--- src/rtl/mul_seq_param.sv ---
// Sequential shift-and-add multiplier with optional early exit on an exhausted multiplier.
// Signed mode works on magnitudes and applies the sign fix on the way out.
module mul_seq_param #(
    parameter int unsigned WIDTH      = 8,
    parameter bit          EARLY_EXIT = 1'b1
) (
    input  logic               clk,
    input  logic               rst,
    input  logic [WIDTH-1:0]   a_i,
    input  logic [WIDTH-1:0]   b_i,
    input  logic               signed_i,
    input  logic               start,
    output logic [2*WIDTH-1:0] result,
    output logic               busy,
    output logic               done
);
    localparam int unsigned CW = $clog2(WIDTH + 1);

    typedef enum logic [1:0] {IDLE, CALC, FIN} state_t;

    state_t             state;
    logic [2*WIDTH-1:0] acc;
    logic [2*WIDTH-1:0] mcand;
    logic [WIDTH-1:0]   mplier;
    logic [CW-1:0]      cnt;
    logic               neg;
    logic [WIDTH-1:0]   a_mag;
    logic [WIDTH-1:0]   b_mag;

    // The most-negative operand negates to itself, which read unsigned is the exact magnitude.
    always_comb begin
        a_mag = (signed_i && a_i[WIDTH-1]) ? -a_i : a_i;
        b_mag = (signed_i && b_i[WIDTH-1]) ? -b_i : b_i;
    end

    assign busy = (state != IDLE);

    always_ff @(posedge clk or posedge rst) begin
        if (rst) begin
            state  <= IDLE;
            acc    <= '0;
            mcand  <= '0;
            mplier <= '0;
            cnt    <= '0;
            neg    <= 1'b0;
            result <= '0;
            done   <= 1'b0;
        end else begin
            done <= 1'b0;
            case (state)
                IDLE: begin
                    if (start) begin
                        mcand  <= {{WIDTH{1'b0}}, a_mag};
                        mplier <= b_mag;
                        neg    <= signed_i & (a_i[WIDTH-1] ^ b_i[WIDTH-1]);
                        acc    <= '0;
                        cnt    <= '0;
                        state  <= CALC;
                    end
                end
                CALC: begin
                    if (EARLY_EXIT && (mplier == '0)) begin
                        state <= FIN;
                    end else begin
                        if (mplier[0])
                            acc <= acc + mcand;
                        mplier <= mplier >> 1;
                        mcand  <= mcand << 1;
                        cnt    <= cnt + 1'b1;
                        if (cnt == CW'(WIDTH - 1))
                            state <= FIN;
                    end
                end
                FIN: begin
                    result <= neg ? -acc : acc;
                    done   <= 1'b1;
                    state  <= IDLE;
                end
                default: state <= IDLE;
            endcase
        end
    end
endmodule

--- config.mk ---
export PLATFORM = sky130hd
export DESIGN_NAME = mul_seq_param
export DESIGN_NICKNAME = d
export VERILOG_FILES = /design/src/rtl/mul_seq_param.sv
export SDC_FILE = /design/constraint.sdc
export NUM_CORES = 1
export LEC_CHECK = 0
export CAP_MARGIN = 20
export CORE_AREA = 4 4 98 100
export CTS_CLUSTER_DIAMETER = 80
export CTS_CLUSTER_SIZE = 12
export DETAILED_ROUTE_END_ITERATION = 6
export DIE_AREA = 0 0 102 104
export DONT_BUFFER_PORTS = 1
export GPL_TIMING_DRIVEN = 0
export SETUP_SLACK_MARGIN = 0.1
export SYNTH_ARGS = -nofsm -noshare
export SYNTH_HDL_FRONTEND = slang
export SYNTH_SLANG_ARGS = --single-unit
--- constraint.sdc ---
create_clock -name clk -period 2.5 [get_ports clk]
set_input_delay 0.75 -clock clk [delete_from_list [all_inputs] [get_ports clk]]
set_output_delay 0.75 -clock clk [all_outputs]
set_load 0.01 [all_outputs]
==> key figures, run 1 <==
CTS
  • Root Buffer: clkbuf_8
  • Clk sink count: 64
  • TritonCTS Buffers: 9
  • # hold bufs at CTS: 0
  • H-tree depth: 3
  • Clk_lat worst skew: 0.34 ns
  • Clock Pin Slew Worst Setup and Hold Paths: 0.07 ns
  • TritonCTS clock tree: built
  • Clk buf depth: 2

Worst setup path
  • WP buf/inv: 0
  • Peak fanout along the critical path: 5
  • Endpoint class of the critical path: flip-flop
  • Worst Path Required: 2.69 ns
  • Arrival @ worst endpoint: 2.43 ns
  • CP max-delay cell: dfrtp_1
  • Top delay family on crit path: compound AO/OA/AOI/OAI gates
  • Largest stage delay on the critical path: 0.47 ns
  • Critical path type: flip-flop to flip-flop
  • Critical path, cell by cell: ha_1 > a21oi_2 > nand2_1 > o21ai_0 > a21boi_0 > o21bai_1 > mux2i_1 > o311ai_0
  • CP Launch Type: flip-flop

Drt
  • DRT Pass-1 Iters: 4
  • Via-to-Cell Ratio: 5.46
  • WL final: 8.11 mm
  • Routed WL per cell: 14.7 µm
  • Final ANT Viol Nets: 0
  • Post-route DRC violation count: 0
  • Drt initial violations: 122
  • DR vias: 3,022

Pwr
  • PwrDens: 1190 nW/µm²
  • Net Switching: 0.00214 W
  • Worst vdd ir: 0.539 mV
  • Logic pwr share: 0.449
  • Switching Fraction: 0.431
  • Static Leakage: 1.86 nW
  • Clock power share: 0.166
  • Pwr Total: 0.00496 W
  • P_int: 0.00282 W
  • Sequential group share of total power: 0.385

Logic synthesis
  • Synth area leader: dfrtp_1
  • Cell area after synthesis: 3820 µm²
  • Sequential area share after synthesis: 0.419
  • Top_reg_cell synth: dfrtp_1
  • Ys Warns: 0
  • Number of enable flip-flop cells after synthesis: 0
  • Share of the synthesized area in the top cell type: 0.419
  • Fraction of registers with async set/reset: 1.00
  • Post-synth top cells: 64 x dfrtp_1, 64 x nand2_1, 53 x o21ai_0
  • Syn Nets: 467
  • Syn Area/Cell: 8.95 µm²
  • Mapped Cells: 427
  • Seq cells post-synth: 64
  • Top post-synthesis cells by area: dfrtp_1 42%, o21ai_0 6.9%, nand2_1 6.3%, ha_1 6.2%, xor2_1 4.4%
  • Cell variety after synth: 53

Final layout
  • Layout Cells excl Fill: 553
  • Layout net count: 480
  • Layout cells sized above 1: 0.0876
  • Synthesis-to-layout area growth: 9.47%
  • # diodes: 0

Global routing
  • Largest net degree at the start of global routing: 41
  • Initial antenna violation count: 0
  • GRT Total Usage: 0.162
  • Total gr overflow: 0
  • First-pass GRT wire length: 13.9 mm
  • Vias in the first global route: 3,000

Placement
  • Hpwl dp: 6.30 mm
  • # port buffers: 0
  • Placed Cells: 536
  • RD Place Congestion: 0.877

Timing
  • Setup violators final: 0
  • Final Skew: 0.00759 ns
  • Final count of hold timing violations: 0
  • TNS Setup: 0 ns
  • Hold slack: 0.328 ns
  • RSZ-0062 raised after global routing: true
  • Slew margin rel.: 0.648
  • Fin crit share: 0.897
  • Worst slew pin tran: 0.527 ns
  • FMAX: 446 MHz
  • Max-slew violations: 0
  • Tmin final: 2.24 ns

Floorplan
  • Die height: 104 µm
  • Core area: 8680 µm²
  • Die footprint: 10,600 µm²
  • Die width: 102 µm
  • IO Count: 38
  • FP Rows: 34
  • Initial Utilization: 0.440

Run status
  • Outcome: finished clean

Worst hold path
  • Worst hold path class: input pin to asynchronous set/reset pin

Flow run
  • Maxcap violations: 0
==> kinds of logic after synthesis <==
kind of cell / after synthesis / synth area share
fa+ha+maj: 20 / 0.0675
compound gates: 133 / 0.213
mux: 5 / 0.0134
buf+inv: 33 / 0.0400
flops: 64 / 0.419
xor+xnor: 30 / 0.0688
simple gates: 142 / 0.178
==> layer usage <==
| metal | up-vias | share of wire | wire (µm) | track usage |
|---|---|---|---|---|
| li1 | 1551 | - | - | - |
| met1 | 1399 | 0.45 | 3690 | 0.200 |
| met2 | 63 | 0.48 | 3910 | 0.267 |
| met3 | 9 | 0.049 | 401 | 0.0469 |
| met4 | 0 | 0.014 | 114 | 0.0562 |
| met5 | - | 0 | 0 | 0 |
==> sequential cells by signal, summed over array words and instances (netlist names) <==
signal	cells
neg	1
done	1
mcand	16
mplier	8
cnt	4
acc	16
result	16
state	2
==> power by group through the flow <==
stage	sequential (W)	combinational, W	clock (W)
6_report	0.00191	0.00223	0.000823
4_1_cts	0.00192	0.00224	0.000839
5_1_grt	0.00199	0.00259	0.000893
3_3_place_gp	0.00192	0.00218	0
3_5_place_dp	0.00194	0.00224	0
2_1_floorplan	0.00180	0.00182	0
==> cell usage in the layout (no fill, tap or decap), drive strengths merged, types with 4 or more instances in the layout <==
cell and n:
mux2i 4, nor2b 5, or3 7, nor2 25, inv 16, xor2 19
nor3 5, nand3 13, xnor2 11, a31oi 4, o31ai 7, nor3b 6
ha 19, clkbuf 23, a22o 11, dfrtp 64, nand2 64, buf 9
a21oi 34, o21ai 57
==> stage by stage <==
stage / setup WS (ns) / cell area, µm² / util
after floorplan: 0.152 / 3820 / -
after global placement: -0.570 / 3960 / 0.456
after detailed placement: 0.119 / 3980 / 0.458
after CTS: 0.103 / 4160 / 0.479
after global routing: 0.0625 / 4180 / 0.482
final: 0.257 / 4180 / 0.482
==> layout make-up <==
type	count	area, µm²
inverters	16	60.1
well taps	108	135
fillers	824	4500
clock buffers	13	169
repair buffers	2	27.5
clock inverters	3	15.0
plain buffers	17	92.6
flip-flops and latches	64	1600
multi-input cells	330	2080
==> worst register-to-register path, stage by stage (launching register included) <==
cell,delay [ns]
dfrtp_1,0.47
ha_1,0.41
a21oi_2,0.20
nand2_1,0.12
o21ai_0,0.24
a21boi_0,0.16
o21bai_1,0.19
mux2i_1,0.19
o311ai_0,0.13
==> repair_timing <==
| action | CTS | global route |
|---|---|---|
| gates resized for setup | 0 | 5 |
| setup buffers | 0 | 1 |
| setup endpoints to repair | 0 | 5 |
==> worst paths after layout <==
path | start | endpoint | slack, ns | cells past startpoint
max | acc[4] | acc[9] | 0.26 | 8
min | rst | mcand[3] | 0.33 | 1
min reg2reg | mplier[1] | mplier[1] | 0.50 | 2
max reg2reg | acc[4] | acc[9] | 0.26 | 8
min in group clk | mplier[1] | mplier[1] | 0.50 | 2
max in group asynchronous | rst | cnt[0] | 1.57 | 2
(Power assumes the default switching activity.)
==> run 2: changes to the inputs <==
--- a/config.mk
+++ b/config.mk
@@ -6,6 +6,8 @@
 export NUM_CORES = 1
 export LEC_CHECK = 0
 export CAP_MARGIN = 20
+export CELL_PAD_IN_SITES_DETAIL_PLACEMENT = 1
+export CELL_PAD_IN_SITES_GLOBAL_PLACEMENT = 1
 export CORE_AREA = 4 4 98 100
 export CTS_CLUSTER_DIAMETER = 80
 export CTS_CLUSTER_SIZE = 12
@@ -13,6 +15,7 @@
 export DIE_AREA = 0 0 102 104
 export DONT_BUFFER_PORTS = 1
 export GPL_TIMING_DRIVEN = 0
+export PLACE_DENSITY_LB_ADDON = 0.1
 export SETUP_SLACK_MARGIN = 0.1
 export SYNTH_ARGS = -nofsm -noshare
 export SYNTH_HDL_FRONTEND = slang
==> run 2 against run 1 <==
Total power is 6.3% higher. Critical path depth is 2 higher. Setup slack hardly changed. Clock skew is 0.00090 ns higher. First-iteration DRC count is 52% lower. Critical path type unchanged.
==> key figures, run 2 (same netlist as run 1, synthesis figures left out) <==
Run status
  • Outcome: finished clean

Global routing
  • First-pass GRT wire length: 16.1 mm
  • Vias in the first global route: 3,344
  • GRT Total Usage: 0.191
  • Largest net degree at the start of global routing: 34
  • Total gr overflow: 0
  • Initial antenna violation count: 0

Final layout
  • Synthesis-to-layout area growth: 10.9%
  • Fillers: 1,018
  • Most frequent cells in the layout: 64 x nand2_1, 63 x dfrtp_1, 53 x o21ai_0, 31 x a21oi_1, 24 x nor2_1
  • # diodes: 0
  • Most common cell after layout, fill and taps aside: nand2_1
  • Top flop regs: acc (16), mcand (16), result (16)
  • Layout cells sized above 1: 0.0991
  • Area of the multi-input gates: 2100 µm²
  • FF/Latch Area: 1600 µm²
  • Fin util: 0.488
  • Layout net count: 480

Timing
  • Hold slack: 0.414 ns
  • Fin crit share: 0.897
  • Setup violators final: 0
  • Slew margin rel.: 0.520
  • Final count of hold timing violations: 0
  • Max-slew violations: 0
  • RSZ-0062 raised after global routing: false
  • FMAX: 446 MHz
  • Worst slew pin tran: 0.719 ns
  • TNS Setup: 0 ns
  • Tmin final: 2.24 ns
  • Worst Slack Setup Final: 0.257 ns
  • Final Skew: 0.00849 ns

Drt
  • Met3 WL post-DR: 353 µm
  • DRT Pass-1 Iters: 4
  • Final ANT Viol Nets: 0
  • DR vias: 3,155
  • Met2 routed WL: 4.87 mm
  • Drt initial violations: 59
  • Max layer used: met4
  • WL final: 9.62 mm
  • Post-route DRC violation count: 0
  • Metal-1 WL: 4.25 mm
  • Via-to-Cell Ratio: 5.72
  • Routed WL per cell: 17.4 µm

CTS
  • Clock Pin Slew Worst Setup and Hold Paths: 0.07 ns
  • TritonCTS Buffers: 9
  • H-tree depth: 3
  • TritonCTS clock tree: built
  • Clk buf depth: 2
  • Clk sink count: 64
  • Root Buffer: clkbuf_8
  • Clk_lat worst skew: 0.33 ns
  • # hold bufs at CTS: 0

Worst setup path
  • Critical path, cell by cell: ha_2 > inv_1 > fa_2 > nor2b_2 > o211ai_1 > a21boi_2 > o21ai_2 > o31ai_2 > xnor2_1 > o21ai_2
  • CP max-delay cell: dfrtp_1
  • CP Launch Type: flip-flop
  • Largest stage delay on the critical path: 0.41 ns
  • Peak fanout along the critical path: 3
  • Endpoint class of the critical path: flip-flop
  • Top delay family on crit path: compound AO/OA/AOI/OAI gates
  • Critical path type: flip-flop to flip-flop
  • Worst Path Required: 2.71 ns
  • Crit path top cell by count: o21ai_2
  • Arrival @ worst endpoint: 2.45 ns
  • WP buf/inv: 1

Floorplan
  • Die footprint: 10,600 µm²
  • IO Count: 38
  • Core area: 8680 µm²
  • Initial Utilization: 0.440
  • FP Rows: 34
  • Die height: 104 µm
  • Die width: 102 µm

Worst hold path
  • Worst hold path class: input pin to asynchronous set/reset pin

Pwr
  • Clock power share: 0.191
  • P_int: 0.00300 W
  • PwrDens: 1250 nW/µm²
  • Switching Fraction: 0.431
  • Static Leakage: 1.87 nW
  • Logic pwr share: 0.444
  • Worst vdd ir: 0.541 mV
  • Net Switching: 0.00227 W
  • Sequential group share of total power: 0.366

Flow run
  • Maxcap violations: 0

Placement
  • RD Place Congestion: 0.889
  • # port buffers: 0
  • Hpwl dp: 7.31 mm
  • Place WS: 0.0547 ns
## run 2: through the flow
step | cells | total power (W) | instance area, µm²
3_5_place_dp | 536 | 0.00428 | 3980
2_1_floorplan | 427 | 0.00362 | 3820
4_1_cts | 552 | 0.00532 | 4210
3_3_place_gp | 535 | 0.00416 | 3960
5_1_grt | 552 | 0.00577 | 4240
6_report | 552 | 0.00528 | 4240
## run 2: worst reg2reg max path: cells and delay by family (launching register included)
family	cells	cell delay, ns
adders and majority gates	2	0.56
and+or+nand+nor	1	0.13
DFF	1	0.41
xor gates and xnor gates	1	0.18
AOI/OAI and AO/OA	5	0.79
buffers and inverters	1	0.05
## run 2: path summary, 6_finish.rpt
| kind | start | to | slack, ns | depth (start not counted) |
|---|---|---|---|---|
| min reg2reg | mplier[1] | mplier[1] | 0.51 | 2 |
| max | mcand[0] | acc[14] | 0.26 | 10 |
| max in group asynchronous | rst | mcand[7] | 1.46 | 2 |
| max reg2reg | mcand[0] | acc[14] | 0.26 | 10 |
| min | rst | result[2] | 0.41 | 1 |
| min in group clk | mplier[1] | mplier[1] | 0.51 | 2 |
## run 2: power by group through the flow
stage               combinational, W  sequential [W]  clock, W
floorplan                    0.00182         0.00180         0
finish                       0.00234         0.00193   0.00101
CTS                          0.00235         0.00194   0.00103
detailed placement           0.00233         0.00196         0
global route                 0.00269         0.00200   0.00108
global placement             0.00224         0.00193         0
## run 2: timing repair
item | 4_1_cts | 5_1_grt
gates cloned | 0 | 0
setup endpoints to repair | 2 | 7
pin swaps | 2 | 4
resized for setup | 1 | 10
buffers inserted | 1 | 0
## run 2: area by class of cell
cell class	count	area share
multi-input combinational	330	0.495
sequential	64	0.378
clock buffer	12	0.0366
tap	108	0.0319
buffer	17	0.0219
clock inverter	3	0.0154
inverter	16	0.0142
timing repair buffer	2	0.00650
## run 2: per-layer routing
layer / up-vias / GRT usage
li1: 1537 / -
met1: 1549 / 0.232
met2: 54 / 0.332
met5: - / 0
met3: 15 / 0.0342
met4: 0 / 0.0712
==> run 3: changes to the inputs <==
--- a/config.mk
+++ b/config.mk
@@ -8,11 +8,11 @@
 export CAP_MARGIN = 20
 export CELL_PAD_IN_SITES_DETAIL_PLACEMENT = 1
 export CELL_PAD_IN_SITES_GLOBAL_PLACEMENT = 1
-export CORE_AREA = 4 4 98 100
+export CORE_AREA = 4 4 103 105
 export CTS_CLUSTER_DIAMETER = 80
 export CTS_CLUSTER_SIZE = 12
 export DETAILED_ROUTE_END_ITERATION = 6
-export DIE_AREA = 0 0 102 104
+export DIE_AREA = 0 0 107 109
 export DONT_BUFFER_PORTS = 1
 export GPL_TIMING_DRIVEN = 0
 export PLACE_DENSITY_LB_ADDON = 0.1
==> run 3 against run 2 <==
Total power is 3.8% lower. Non-clock buffer count is 2 higher. Final area is 0.27% higher. Critical endpoint is now acc[13]. Largest power group unchanged.
==> key figures, run 3 (same netlist as run 1, synthesis figures left out) <==
Floorplan
  • FP Rows: 36
  • Die footprint: 11,700 µm²
  • Core area: 9640 µm²
  • Die width: 107 µm
  • Die height: 109 µm
  • IO Count: 38
  • Initial Utilization: 0.396

Final layout
  • Synthesis-to-layout area growth: 11.2%
  • Layout net count: 482
  • Most common cell after layout, fill and taps aside: nand2_1
  • Fin util: 0.441
  • Post-route cell area: 4250 µm²
  • Top flop regs: acc (16), mcand (16), result (16)
  • Layout cells sized above 1: 0.107
  • # diodes: 0
  • Most frequent cells in the layout: 64 x nand2_1, 63 x dfrtp_1, 52 x o21ai_0, 30 x a21oi_1, 24 x nor2_1

Placement
  • Hpwl dp: 7.36 mm
  • RD Place Congestion: 0.873
  • # port buffers: 0
  • Placed inst area: 4010 µm²

CTS
  • Clk buf depth: 2
  • H-tree depth: 3
  • TritonCTS Buffers: 9
  • Clk sink count: 64
  • TritonCTS clock tree: built
  • Root Buffer: clkbuf_8
  • Clock Pin Slew Worst Setup and Hold Paths: 0.08 ns
  • Clk_lat worst skew: 0.35 ns

Global routing
  • Initial antenna violation count: 0
  • Total gr overflow: 0
  • GRT Total Usage: 0.180
  • Vias in the first global route: 3,415
  • First-pass GRT wire length: 16.7 mm
  • Largest net degree at the start of global routing: 34

Worst setup path
  • Worst Path Required: 2.74 ns
  • R2R cell count: 8
  • Critical path type: flip-flop to flip-flop
  • Endpoint class of the critical path: flip-flop
  • Arrival @ worst endpoint: 2.49 ns
  • CP Launch Type: flip-flop
  • Peak fanout along the critical path: 7

Timing
  • Max-slew violations: 0
  • FMAX: 444 MHz
  • Slew margin rel.: 0.529
  • Worst slew pin tran: 0.705 ns
  • Fin crit share: 0.900
  • Final count of hold timing violations: 0
  • RSZ-0062 raised after global routing: false
  • Tmin final: 2.25 ns
  • Setup violators final: 0
  • Final Skew: 0.0109 ns

Drt
  • Routed WL per cell: 16.4 µm
  • WL final: 9.54 mm
  • Via-to-Cell Ratio: 5.33
  • Drt initial violations: 135
  • DR vias: 3,089
  • Final ANT Viol Nets: 0
  • DRT Pass-1 Iters: 4
  • Post-route DRC violation count: 0

Run status
  • Outcome: finished clean

Flow run
  • Maxcap violations: 0

Pwr
  • PwrDens: 1200 nW/µm²
  • Static Leakage: 1.86 nW
  • Worst vdd ir: 0.549 mV

Worst hold path
  • Worst hold path class: input pin to asynchronous set/reset pin
-- run 3: repair_timing --
item / CTS / global route
resized for setup: 1 / 12
setup endpoints to repair: 2 / 7
pin swaps: 0 / 2
hold buffers: 0 / 0
gates cloned: 0 / 0
buffers inserted: 0 / 3
-- run 3: final cells by class --
type,count,area (µm²)
clock buffers,10,138
inverters,16,60.1
fillers,1186,5390
multi-input cells,330,2110
well taps,133,166
clock inverters,6,35.0
flip-flops and latches,64,1600
repair buffers,4,42.5
plain buffers,17,92.6
-- run 3: worst paths after layout --
kind	from	endpoint	slack, ns
setup / recovery	acc[6]	acc[13]	0.25
setup reg to reg	acc[6]	acc[13]	0.25
max in group asynchronous	rst	cnt[0]	1.49
min in group clk	mplier[1]	mplier[1]	0.51
hold reg to reg	mplier[1]	mplier[1]	0.51
hold / removal	rst	acc[2]	0.39
-- run 3: power breakdown --
group / switching [W] / internal (W) / leakage [nW]
clock: 0.000423 / 0.000379 / 0.0878
sequential: 0.000478 / 0.00144 / 0.845
combinational: 0.00139 / 0.000962 / 0.924
total: 0.00229 / 0.00279 / 1.86
-- run 3: critical path: stages, from the launching register on --
cell and delay, ns:
dfrtp_1 0.46, ha_1 0.44, a21oi_1 0.12, o21ai_0 0.27, a21oi_2 0.12, a21oi_2 0.16
o211ai_1 0.12, a21o_1 0.20, a32o_1 0.25
-- run 3: per-layer routing --
| metal | up-vias | global-route usage | routed length (µm) |
|---|---|---|---|
| li1 | 1543 | - | - |
| met1 | 1490 | 0.215 | 4270 |
| met2 | 44 | 0.321 | 4780 |
| met3 | 12 | 0.0409 | 348 |
| met4 | 0 | 0.0612 | 145 |
| met5 | - | 0 | 0 |
-- run 3: stage by stage --
step	hold slack (ns)	power (W)	setup slack, ns	TNS [ns]	std cells
2_1_floorplan	0.461	0.00362	0.152	0	427
3_3_place_gp	0.483	0.00417	-0.641	-40.69	560
3_5_place_dp	0.500	0.00428	0.0876	0	561
4_1_cts	0.397	0.00510	0.110	0	577
5_1_grt	0.447	0.00561	0.0887	0	580
6_report	0.393	0.00508	0.249	0	580
